--- src/rtl/reset_seq_pkg.sv ---
// -----------------------------------------------------------------------------
// reset_seq_pkg
// Shared types and defaults for the reset sequencer slice.
//   seq_state_t    : sequencer FSM state encoding (IDLE, HOLD, RELEASE)
//   SEQ_*_DEF      : default values for STAGES / HOLD_CYCLES / GAP_CYCLES
//   max_int()      : constant helper used to size the shared counter
// -----------------------------------------------------------------------------
package reset_seq_pkg;

  typedef enum logic [1:0] {IDLE, HOLD, RELEASE} seq_state_t;

  localparam int SEQ_STAGES_DEF = 3;
  localparam int SEQ_HOLD_DEF   = 16;
  localparam int SEQ_GAP_DEF    = 4;

  function automatic int max_int(input int a, input int b);
    return (a > b) ? a : b;
  endfunction

endpackage

--- src/rtl/reset_sequencer_if.sv ---
// -----------------------------------------------------------------------------
// reset_sequencer_if
// Groups the request input and the per-stage reset outputs of the sequencer.
//   req      : reset request (one-cycle pulse, or any level when synchronized)
//   rst_out  : per-stage active-high resets, bit 0 released first
//   busy     : high while a sequence is in progress
//   done     : one-cycle pulse when the last stage is released
// Modports:
//   master : the side that requests resets and observes the stage resets
//   slave  : the sequencer itself
// -----------------------------------------------------------------------------
interface reset_sequencer_if
  import reset_seq_pkg::*;
#(
  parameter int STAGES = SEQ_STAGES_DEF
) ();

  logic              req;
  logic [STAGES-1:0] rst_out;
  logic              busy;
  logic              done;

  modport master (output req, input rst_out, input busy, input done);
  modport slave  (input req, output rst_out, output busy, output done);

endinterface

--- src/rtl/req_sync.sv ---
// -----------------------------------------------------------------------------
// req_sync
// Brings an asynchronous or long-level request into the clk domain and turns
// its rising edge into a single-cycle pulse. Adds two cycles of latency.
//   clk      : sampling clock
//   rst      : asynchronous active-high reset, clears all flops to 0
//   async_i  : raw request, any timing, any length
//   pulse_o  : one-cycle pulse per rising edge of async_i
// -----------------------------------------------------------------------------
module req_sync (
  input  logic clk,
  input  logic rst,
  input  logic async_i,
  output logic pulse_o
);

  logic meta_q;
  logic sync_q;
  logic prev_q;

  // meta_q may go metastable; only sync_q is used by downstream logic.
  always_ff @(posedge clk or posedge rst) begin
    if (rst) begin
      meta_q <= 1'b0;
      sync_q <= 1'b0;
      prev_q <= 1'b0;
    end else begin
      meta_q <= async_i;
      sync_q <= meta_q;
      prev_q <= sync_q;
    end
  end

  // A held level yields exactly one pulse, on its first synchronized cycle.
  assign pulse_o = sync_q & ~prev_q;

endmodule

--- src/rtl/reset_sequencer.sv ---
// -----------------------------------------------------------------------------
// reset_sequencer
// Turns a reset request (or the global asynchronous reset) into per-stage
// active-high resets. All stages are held for HOLD_CYCLES, then released one
// by one, bit 0 first, GAP_CYCLES apart. A new request at any edge restarts
// the whole sequence and suppresses any release or done due on that edge.
//
// Parameters:
//   STAGES       : number of reset outputs, 1..8
//   HOLD_CYCLES  : cycles all stages stay asserted before the first release
//   GAP_CYCLES   : cycles between consecutive stage releases
// Ports:
//   clk  : single clock, rising edge
//   rst  : asynchronous active-high reset (forces HOLD, all stages asserted)
//   bus  : reset_sequencer_if slave (req in; rst_out, busy, done out)
//
// Build option RESET_SEQUENCER_SYNC_EN:
//   defined   - req goes through req_sync (2-flop sync + rising-edge detect),
//               so it may be asynchronous or a long level; +2 cycles latency.
//   undefined - req is a synchronous pulse; every high edge restarts.
// -----------------------------------------------------------------------------
module reset_sequencer
  import reset_seq_pkg::*;
#(
  parameter int STAGES      = SEQ_STAGES_DEF,
  parameter int HOLD_CYCLES = SEQ_HOLD_DEF,
  parameter int GAP_CYCLES  = SEQ_GAP_DEF
) (
  input  logic              clk,
  input  logic              rst,
  reset_sequencer_if.slave  bus
);

  // Sized so neither terminal count can wrap the counter.
  localparam int CNT_W = $clog2(max_int(HOLD_CYCLES, GAP_CYCLES)) + 1;
  localparam int IDX_W = (STAGES > 1) ? $clog2(STAGES) : 1;

  localparam logic [CNT_W-1:0] HOLD_LAST  = CNT_W'(HOLD_CYCLES - 1);
  localparam logic [CNT_W-1:0] GAP_LAST   = CNT_W'(GAP_CYCLES - 1);
  localparam logic [IDX_W-1:0] STAGE_LAST = IDX_W'(STAGES - 1);

  generate
    if (STAGES < 1 || STAGES > 8) begin : g_bad_stages
      $error("reset_sequencer: STAGES must be in 1..8");
    end
    if (HOLD_CYCLES < 1 || GAP_CYCLES < 1) begin : g_bad_cycles
      $error("reset_sequencer: HOLD_CYCLES and GAP_CYCLES must be >= 1");
    end
  endgenerate

  // ---------------------------------------------------------------------------
  // Request path
  // ---------------------------------------------------------------------------
  logic req_fsm;

`ifdef RESET_SEQUENCER_SYNC_EN
  req_sync u_req_sync (
    .clk     (clk),
    .rst     (rst),
    .async_i (bus.req),
    .pulse_o (req_fsm)
  );
`else
  assign req_fsm = bus.req;
`endif

  // ---------------------------------------------------------------------------
  // State
  // ---------------------------------------------------------------------------
  seq_state_t        state_q,   state_d;
  logic [CNT_W-1:0]  cnt_q,     cnt_d;
  logic [IDX_W-1:0]  idx_q,     idx_d;
  logic [STAGES-1:0] rst_out_q, rst_out_d;
  logic              done_q,    done_d;

  // NOTE: sequential state uses non-blocking assignments so every register
  // samples the pre-edge values of the others, independent of statement order.
  always_ff @(posedge clk or posedge rst) begin
    if (rst) begin
      state_q   <= HOLD;
      cnt_q     <= '0;
      idx_q     <= '0;
      rst_out_q <= '1;
      done_q    <= 1'b0;
    end else begin
      state_q   <= state_d;
      cnt_q     <= cnt_d;
      idx_q     <= idx_d;
      rst_out_q <= rst_out_d;
      done_q    <= done_d;
    end
  end

  // ---------------------------------------------------------------------------
  // Next state
  // Release order is fixed (bit 0 first), so rst_out is always a run of ones
  // in the upper bits; clearing bit idx is the same as shifting left by one.
  // ---------------------------------------------------------------------------
  always_comb begin
    // NOTE: every output of this block gets a default first; a path that
    // leaves one unassigned would infer a latch.
    state_d   = state_q;
    cnt_d     = cnt_q;
    idx_d     = idx_q;
    rst_out_d = rst_out_q;
    done_d    = 1'b0;

    if (req_fsm) begin
      // Restart wins over any release or done due on this edge.
      state_d   = HOLD;
      cnt_d     = '0;
      idx_d     = '0;
      rst_out_d = '1;
    end else begin
      unique case (state_q)
        IDLE: begin
          cnt_d     = '0;
          idx_d     = '0;
          rst_out_d = '0;
        end

        HOLD: begin
          if (cnt_q == HOLD_LAST) begin
            cnt_d     = '0;
            rst_out_d = rst_out_q << 1;
            if (STAGES == 1) begin
              state_d = IDLE;
              idx_d   = '0;
              done_d  = 1'b1;
            end else begin
              state_d = RELEASE;
              idx_d   = IDX_W'(1);
            end
          end else begin
            cnt_d = cnt_q + 1'b1;
          end
        end

        RELEASE: begin
          if (cnt_q == GAP_LAST) begin
            cnt_d     = '0;
            rst_out_d = rst_out_q << 1;
            if (idx_q == STAGE_LAST) begin
              state_d = IDLE;
              idx_d   = '0;
              done_d  = 1'b1;
            end else begin
              idx_d = idx_q + 1'b1;
            end
          end else begin
            cnt_d = cnt_q + 1'b1;
          end
        end

        default: begin
          // Unused encoding: recover by running a full sequence.
          state_d   = HOLD;
          cnt_d     = '0;
          idx_d     = '0;
          rst_out_d = '1;
        end
      endcase
    end
  end

  // ---------------------------------------------------------------------------
  // Outputs (all straight from registers)
  // ---------------------------------------------------------------------------
  assign bus.rst_out = rst_out_q;
  assign bus.busy    = (state_q != IDLE);
  assign bus.done    = done_q;

endmodule
--- src/flat_wrapper.sv ---
// flat-port wrapper written by rule: the top's interface ports become plain ports
module reset_sequencer_flat import reset_seq_pkg::*;
#(
  parameter int STAGES      = SEQ_STAGES_DEF,
  parameter int HOLD_CYCLES = SEQ_HOLD_DEF,
  parameter int GAP_CYCLES  = SEQ_GAP_DEF
)
  (clk, rst, bus_req, bus_rst_out, bus_busy, bus_done);
  reset_sequencer_if #(.STAGES(STAGES)) bus_i ();
  input  logic clk;
  input  logic rst;
  input wire logic [$bits(bus_i.req)-1:0] bus_req;
  output wire logic [$bits(bus_i.rst_out)-1:0] bus_rst_out;
  output wire logic [$bits(bus_i.busy)-1:0] bus_busy;
  output wire logic [$bits(bus_i.done)-1:0] bus_done;
  assign bus_i.req = bus_req;
  assign bus_rst_out = bus_i.rst_out;
  assign bus_busy = bus_i.busy;
  assign bus_done = bus_i.done;
  reset_sequencer #(.STAGES(STAGES), .HOLD_CYCLES(HOLD_CYCLES), .GAP_CYCLES(GAP_CYCLES)) u_core (.clk(clk), .rst(rst), .bus(bus_i));
endmodule
--- config.mk ---
export PLATFORM = sky130hd
export DESIGN_NAME = reset_sequencer_flat
export DESIGN_NICKNAME = d
export VERILOG_FILES = /design/src/rtl/reset_seq_pkg.sv /design/src/rtl/reset_sequencer_if.sv /design/src/rtl/req_sync.sv /design/src/rtl/reset_sequencer.sv /design/src/flat_wrapper.sv
export SDC_FILE = /design/constraint.sdc
export NUM_CORES = 1
export LEC_CHECK = 0
export ABC_AREA = 1
export CELL_PAD_IN_SITES_DETAIL_PLACEMENT = 1
export CELL_PAD_IN_SITES_GLOBAL_PLACEMENT = 2
export CORE_MARGIN = 8
export CORE_UTILIZATION = 33
export CTS_CLUSTER_SIZE = 24
export DETAILED_ROUTE_END_ITERATION = 16
export GPL_ROUTABILITY_DRIVEN = 0
export HOLD_SLACK_MARGIN = 0.1
export PLACE_DENSITY = 0.82
export REMOVE_ABC_BUFFERS = 1
export SETUP_SLACK_MARGIN = 0.2
export SLEW_MARGIN = 15
export SYNTH_ARGS = -nofsm -noshare
export SYNTH_HDL_FRONTEND = slang
export SYNTH_SLANG_ARGS = --single-unit
--- constraint.sdc ---
create_clock -name clk -period 2.11 [get_ports clk]
set_input_delay 0.211 -clock clk [delete_from_list [all_inputs] [get_ports clk]]
set_output_delay 0.211 -clock clk [all_outputs]
set_load 0.005 [all_outputs]
==> Word level (Yosys, flattened, before mapping) <==
Cells that the tools add are included.
{ "word_totals": {"elab_cells": 42, "reg_bits": 13, "in_bits": 3, "output_inout_bits": 5} }
{ "classes": {"add_sub_neg": 2, "n_reduce_logical": 4, "muxes": 22, "eq_ne": 9} }
{ "ops": {"columns": ["op", "count"], "rows": [
  ["$mux 2", 8],
  ["$mux 5", 3],
  ["$pmux 5 s2", 1],
  ["$mux 3", 3],
  ["$ne 3x2->1 const B", 3],
  ["$pmux 3 s3", 1],
  ["$pmux 2 s3", 1],
  ["$add 5x1->5 const B", 1],
  ["$eq 5x2->1 const B", 1],
  ["$eq 5x4->1 const B", 1],
  ["$eq 2x2->1 const B", 2],
  ["$mux 1", 4],
  ["$pmux 2 s2", 1],
  ["$reduce_and 4->1", 1],
  ["$add 2x1->2 const B", 1],
  ["$eq 2x1->1 const B", 1],
  ["$logic_not 2->1", 1],
  ["$ne 2x2->1 const B", 1],
  ["$reduce_and 2->1", 1],
  ["$reduce_bool 2->1", 1]
]} }

==> Logic depth before layout (Yosys ltp) <==
{ "logic_depth": {"depth_word": 5, "depth_mapped": 9, "depth_no_buf": 9} }

==> Least setup slack after synthesis <==
No wires, ideal clock.
{ "synth_path": {"path_type": "register to register", "start": "register u_core.cnt_q[0]", "end": "register u_core.idx_q[0]", "period_less_slack_ns": 1.466, "arrival_ns": 1.392, "path_slack_ns": 0.644, "setup_time_ns": 0.074, "required_ns": 2.036, "stages_incl_launch_ff": 10, "n_path_buf": 0, "cell_sequence": "dfrtp_1 ha_1 nand3_1 inv_1 ha_1 nor2_1 nand2_2 nand2_8 nand2_2 o21ai_2"} }
{ "synth_via": {"elab_chain_cells": 3, "elab_cells_between_ends": 5, "classes_between": "eq/ne (4); reduce/logical (1)"} }
{ "synth_lines": {"columns": ["element", "line", "text"], "rows": [
  ["from (decl)", "reset_sequencer.sv:71", "logic [CNT_W-1:0] cnt_q, cnt_d;"],
  ["from (signal assigned)", "reset_sequencer.sv:87", "cnt_q <= cnt_d;"],
  ["$eq 5x2->1 or $eq 5x4->1 (tied branches)", "reset_sequencer.sv:140, reset_sequencer.sv:123", null],
  ["$ne 3x2->1 (no line)", null, null],
  ["$reduce_and 2->1 (no line) *", null, null],
  ["to (signal assigned)", "reset_sequencer.sv:88", "idx_q <= idx_d;"],
  ["to (decl)", "reset_sequencer.sv:72", "logic [IDX_W-1:0] idx_q, idx_d;"]
]} }
Mark *: on every way between the ends. The rest lies on a longest branch, timed or not.
A chain may end at the register's enable or synchronous reset.

==> Worst setup path after layout <==
{ "layout_path": {"start": "register u_core.cnt_q[0]", "end": "register u_core.rst_out_q[1], in the netlist u_core.bus.rst_out[1]"} }
{ "layout_via": {"elab_chain_cells": 3, "elab_cells_between_ends": 5, "classes_between": "eq/ne (4); reduce/logical (1)"} }
{ "layout_lines": {"columns": ["element", "line", "text"], "rows": [
  ["$eq 5x2->1 or $eq 5x4->1 (tied branches)", "reset_sequencer.sv:140, reset_sequencer.sv:123", null],
  ["$ne 3x2->1 (no line)", null, null],
  ["$reduce_and 2->1 (no line) *", null, null],
  ["to (signal assigned)", "reset_sequencer.sv:89", "rst_out_q <= rst_out_d;"],
  ["to (decl)", "reset_sequencer.sv:73", "logic [STAGES-1:0] rst_out_q, rst_out_d;"]
]} }
Marked as above.

==> metrics.md <==
| Metric | Value |
|---|---|
| Mapped cell area | 828 sq um |
| Placed Cells | 130 |
| Finish-stage setup viols | 0 |
| FILL cells | 300 |
| Yosys reg bits | 13 |
| GRT Total Usage | 9.32% |
| Slew headroom | between 60% and 70% |
| Async S/R FF share, synth | 100% |
| Post-synthesis sequential area ratio | roughly 40% |
| Top cells by count, synth | inv_1 (12), nand2_1 (12), nor2_1 (11) |
| Initial antenna violation count | 0 |
| Netlist cell types | 23 |
| Layout net count | 117 |
| CTS sink count | 13 |
| Routed via count | 620 |
| Initial core utilization | 34.1% |
| Mean Syn Cell Area | 8.91 sq um |
| PwrDens | 1180 nW/um^2 |
| Core area | 2430 sq um |
| Cell Chain, Critical Path | ha_1 > nand3_1 > inv_1 > ha_1 > nor2_1 > nand2_2 > nand2_8 > nand2_2 > o21ai_2 |
| First-pass GRT wire length | 3130 um |
| Pre-antenna DRT Iters | 2 |
| NetSw | 0.479 mW |
| Hold Path Class | input port to asynchronous set/reset pin |
| Dpl hpwl | 1430 um |
| Int Pwr | 0.665 mW |
| Root buffer cell | clkbuf_4 |
| Number of synthesized flops with an enable pin | 0 |
| Worst-Skew Late Latency | 0.28 ns |
| Sequential Power Share | a little over a third |
| Minimum clock period | between 1.5 and 2 ns |
| Yosys top cell by area | dfrtp_1 |
| Fin area | 972 sq um |
| Synth Flop Type | dfrtp_1 |
| Worst vdd ir | 0.670 mV |
| Final cycle utilization of the critical path | 75.7% |
| Measured slew at the worst slew-check pin | approximately 0.50 ns |
| Number of port buffers | 7 |
| Gate Count Post-Synth | just over 90 |
| Max incr delay on CP | 0.40 ns |
| Antenna fix cells | 0 |
| Fin cells | 135 |
| Unrepaired setup endpoints after global routing | false |
| Worst-path clk slew | 0.08 ns |
| Gate power share | 50.5% |
| Die Area | 4370 sq um |
| Number of buffers created by CTS | 3 |
| Top post-synthesis cells by area | dfrtp_1 (27%), dfstp_2 (13%), ha_1 (12%), inv_1 (5.4%), nand2_1 (5.4%) |
| Fmax achieved | 0.626 GHz |
| Largest net degree at the start of global routing | 14 |
| Max-cap violations | 0 |
| Critical Path AT | 1.82 ns |
| Setup CP Type | flop to flop |
| Placement Cell Area | 936 sq um |
| Routed wire length | roughly 1800 um |
| Final ANT Viol Nets | 0 |
| Crit path launch type | flop |
| Clock share of power | between 10% and 20% |
| CP Capture Type | flop |
| Layout cells sized above 1 | 31.4% |
| Area Growth Syn to Fin | 17.4% |
| CTS tree | yes |
| Synth top area share | 27.2% |
| Die width | 66.1 um |
| Core Rows | 18 |
| Static leakage | 0.465 nW |
| Post-route DRC | 0 |
| Vias per inst | 4.59 |
| Clk_skew | between 0.002 and 0.0025 ns |
| Final hold vios | 0 |
| Chip Height | 66.1 um |
| Slowest-stage cell, CP | dfrtp_1 |
| First DRT Iteration DRCs | 17 |
| Sw Share | roughly two fifths |
| Global route total overflow | 0 |
| Status | finished, final reports clean |
| Hold-fix buffers, CTS | 0 |
| Io pins | 8 |
| Max Slew Vio Count | 0 |
| Vias in the first global route | 669 |
| WP data required | 2.33 ns |
| H-tree depth | 1 |
| CP Max Fanout | 10 |
| Clock tree buffer depth | 2 |
| Synth warnings | 0 |
| Final setup TNS | 0 ns |
| Wire per inst | ~13 um |
[critical path: cells and delay by family, from the launching register on]
family                     cells  cell delay [ns]
DFF                            1             0.40
and+or+nand+nor                5             0.59
adders and majority gates      2             0.44
buffers and inverters          1             0.05
AOI/OAI and AO/OA              1             0.05
[repair_timing]
item	4_1_cts	5_1_grt
setup buffers	1	0
resized for setup	0	1
endpoints found under the setup margin	1	1
gates cloned	0	0
[registers in the layout, summed over array words and instances (netlist names)]
signal and cells:
u_core.bus.rst_out 3, u_core.state_q 2, u_core.cnt_q 5, u_core.bus.done 1
u_core.idx_q 2
[path summary, 6_finish.rpt]
check / start / end / slack [ns] / cells after the start
worst max-delay path: u_core.cnt_q[0] / u_core.bus.rst_out[1] / 0.51 / 9
worst min-delay path: rst / u_core.cnt_q[0] / 0.25 / 2
worst max register to register: u_core.cnt_q[0] / u_core.bus.rst_out[1] / 0.51 / 9
worst min register to register: u_core.cnt_q[0] / u_core.cnt_q[0] / 0.47 / 1
max in group asynchronous: rst / u_core.state_q[0] / 1.50 / 2
min in group clk: u_core.cnt_q[0] / u_core.cnt_q[0] / 0.47 / 1
[per-stage QoR]
stage | total power [mW] | utilization [%] | hold slack, ns | setup slack (ns)
floorplan | 0.796 | - | 0.0851 | 0.644
global placement | 0.970 | 38.5 | 0.443 | 0.514
detailed placement | 0.994 | 38.5 | 0.461 | 0.499
CTS | 1.17 | 39.9 | 0.271 | 0.233
global route | 1.26 | 40.0 | 0.307 | 0.393
finish | 1.14 | 40.0 | 0.250 | 0.513
[power groups by stage]
stage | Sequential [mW] | Clock [mW] | Combinational (mW)
6_report | 0.405 | 0.161 | 0.577
4_1_cts | 0.406 | 0.166 | 0.600
3_5_place_dp | 0.420 | 0 | 0.574
2_1_floorplan | 0.406 | 0 | 0.389
5_1_grt | 0.422 | 0.174 | 0.663
3_3_place_gp | 0.417 | 0 | 0.553
[placed cells by master (no fill, tap or decap), types with 2 or more instances in the layout]
| cell | count |
|---|---|
| nor2_1 | 11 |
| clkdlybuf4s50_1 | 6 |
| nand2_4 | 2 |
| inv_2 | 5 |
| nand2_1 | 12 |
| o21ai_2 | 5 |
| dfrtp_1 | 9 |
| nand2_2 | 7 |
| nand3_1 | 3 |
| nor2_2 | 2 |
| nand4_1 | 3 |
| inv_1 | 12 |
| ha_1 | 8 |
| clkbuf_4 | 3 |
| dfstp_2 | 4 |
[area by class of cell]
type	instances	area (sq um)	area share, %
Clock buffer	4	26.3	2.70
Inverter	17	63.8	6.56
Sequential cell	13	330	34.0
Tap cell	30	37.5	3.86
Multi-Input combinational cell	63	434	44.7
Timing Repair Buffer	8	80.1	8.24
[metal layers]
layer	vias up	global-route usage [%]	part of all wire (%)
li1	311	-	-
met1	291	10.9	46
met2	14	15.6	49
met3	4	2.03	2.7
met4	0	4.80	2.1
met5	-	0	0
[logic make-up (layout without fill, tap and decap cells)]
kind of cell               count (synthesis)  after routing  synth area share (%)
xor gates and xnor gates                   2              2                  2.12
and+or+nand+nor                           45             45                  30.7
AOI/OAI and AO/OA                          8              8                  7.55
adders and majority gates                  8              8                  12.1
DFF                                       13             13                  39.9
buffers and inverters                     17             29                  7.70
(Power assumes the default switching activity.)
==> RTL change: new RTL, config.mk and constraints unchanged <==
Change the package constant `SEQ_GAP_DEF` from 4 to 2.
--- a/src/rtl/reset_seq_pkg.sv
+++ b/src/rtl/reset_seq_pkg.sv
@@ -11,7 +11,7 @@
 
   localparam int SEQ_STAGES_DEF = 3;
   localparam int SEQ_HOLD_DEF   = 16;
-  localparam int SEQ_GAP_DEF    = 4;
+  localparam int SEQ_GAP_DEF    = 2;
 
   function automatic int max_int(input int a, input int b);
     return (a > b) ? a : b;
Formal check against the unedited RTL: no difference found for any inputs over 10 cycles, from zero or initial values and one cycle with rst high; that may be too few to reach the edited logic, so the function may still have changed.
==> RTL change against the unedited design <==
  * Synthesized area shrank 5.4%
  * Largest cell class unchanged
  * Critical path depth is the same
  * Largest power group unchanged
  * Sequential cell count is the same
  * Setup slack lost 0.024 ns
  * Power shrank 3.2%
  * Global-route usage grew 0.64 points
  * Via count shrank 0.81%
  * First-iteration DRC count shrank 18%
  * Routed wire length is the same
  * Design area shrank 4.9%
  * Clock skew shrank 0.0013 ns
  * Hold slack gained 0.0063 ns
==> RTL change: results (changes against the unedited design) <==
status: finished clean (unchanged)
CP peak stage delay: 0.43 ns (was 0.40 ns)
Biggest register: u_core.cnt_q (unchanged)
Synth Warn #: 0 (unchanged)
leakage power total: 0.457 nW (was 0.465 nW)
HPWL Detailed: 1430 µm (about the same)
first-pass GRT wire length: 3210 µm (was 3130 µm)
H-tree depth: 1 (unchanged)
1st-pass router iterations: 4 (was 2)
worst-skew pair later-pin latency: 0.28 ns (about the same)
Nets: 119 (was 117)
Final Hold Vio Count: 0 (unchanged)
clock tree buffer depth: 2 (unchanged)
Synth top cells by count: 17 x nand2_1, 14 x inv_1, 13 x nor2_1 (was 12 x inv_1, 12 x nand2_1, 11 x nor2_1)
share of post-route cells with drive strength above 1: 0.189 (was 0.314)
Setup-failing EPs final: 0 (unchanged)
Vias/cell: 4.59 (about the same)
Ant. Diodes: 0 (unchanged)
Largest register FFs: 5 (unchanged)
Root Driver: clkbuf_4 (unchanged)
routed wire length: 1770 µm (unchanged)
reg2reg end: u_core.bus.rst_out[2] (was u_core.bus.rst_out[1])
Clock Pin Slew Worst Setup and Hold Paths: 0.08 ns (about the same)
vias in the first global route: 681 (was 669)
Least-Margin Pin Slew: 0.508 ns (was 0.497 ns)
Filler cells: 288 (was 300)
largest net degree at the start of global routing: 14 (unchanged)
initial antenna violation count: 0 (unchanged)
post-synth cell types: 21 (was 23)
reg-to-reg slack, setup: 0.49 ns (was 0.51 ns)
Max FO, Critical Path: 10 (unchanged)
Net Sw Frac: 0.421 (was 0.419)
Synth area leaders: dfrtp_1 29%, ha_1 14%, dfstp_2 13%, nand2_1 8.1%, inv_1 6.7% (was dfrtp_1 27%, dfstp_2 13%, ha_1 12%, inv_1 5.4%, nand2_1 5.4%)
CP Launch Type: flip-flop (unchanged)
Iteration-0 DRC Markers: 14 (was 17)
maximum vdd drop: 0.609 mV (was 0.670 mV)
GR Util All Layers: 0.0996 (was 0.0932)
Top FF cell, synth: dfrtp_1 (unchanged)
Setup Skew: 0.000812 ns (was 0.00208 ns)
register area share after synthesis: 0.422 (was 0.399)
==> RTL change: critical path: cells and delay by family (launching register included) <==
kind                     cells  cell delay [ns]
buffers and inverters        1             0.05
AND/OR/NAND/NOR              5             0.55
adder cells (fa/ha/maj)      2             0.42
flip-flops                   1             0.43
AO/OA/AOI/OAI                1             0.09
==> RTL change: metal layers <==
metal	up-vias	track usage	routed length, µm
li1	315	-	-
met2	7	0.160	868
met1	291	0.115	803
met4	0	0.0409	21
met5	-	0	0
met3	2	0.0395	71
==> RTL change: logic make-up after synthesis <==
family                     count (synthesis)  share of synthesized area
xor gates and xnor gates                   2                     0.0224
buffers and inverters                     17                     0.0815
DFF                                       13                      0.422
adders and majority gates                  9                      0.144
and+or+nand+nor                           45                      0.265
AOI/OAI and AO/OA                          8                     0.0655
==> RTL change: through the flow <==
step	total power, mW	instance area [µm²]	setup slack [ns]	cells	hold WS (ns)
4_1_cts	1.14	922	0.222	134	0.281
3_3_place_gp	0.929	888	0.519	129	0.465
6_report	1.11	925	0.489	134	0.256
3_5_place_dp	0.958	888	0.459	129	0.483
2_1_floorplan	0.744	783	0.668	94	0.0851
5_1_grt	1.22	925	0.338	134	0.312
==> RTL change: cell type report <==
class / count / area [µm²] / share of cell area
Sequential cell: 13 / 330 / 0.357
Multi-Input combinational cell: 64 / 389 / 0.421
Clock buffer: 4 / 26.3 / 0.0284
Timing Repair Buffer: 8 / 80.1 / 0.0866
Inverter: 17 / 63.8 / 0.0690
Tap cell: 28 / 35.0 / 0.0379
==> RTL change: power by group through the flow <==
| stage | clock network [mW] | logic (mW) | registers, mW |
|---|---|---|---|
| 2_1_floorplan | 0 | 0.342 | 0.401 |
| 3_3_place_gp | 0 | 0.518 | 0.411 |
| 3_5_place_dp | 0 | 0.542 | 0.416 |
| 4_1_cts | 0.164 | 0.570 | 0.404 |
| 5_1_grt | 0.178 | 0.632 | 0.414 |
| 6_report | 0.158 | 0.548 | 0.402 |
==> RTL change: worst max-delay path by stage <==
stage	slack [ns]	to	cells after the start
after floorplan	0.67	u_core.idx_q[0]	9
after global placement	0.52	bus_busy	4
after detailed placement	0.46	u_core.bus.rst_out[2]	7
after CTS	0.22	bus_busy	4
after global routing	0.34	u_core.bus.rst_out[0]	9
final	0.49	u_core.bus.rst_out[2]	9
==> RTL change: timing repair <==
item / 4_1_cts / 5_1_grt
endpoints found under the setup margin: 1 / 1
setup buffers: 1 / 0
hold buffers: 0 / 0
resized for setup: 0 / 1
pin swaps: 0 / 0
endpoints found under the hold margin: 0 / 0
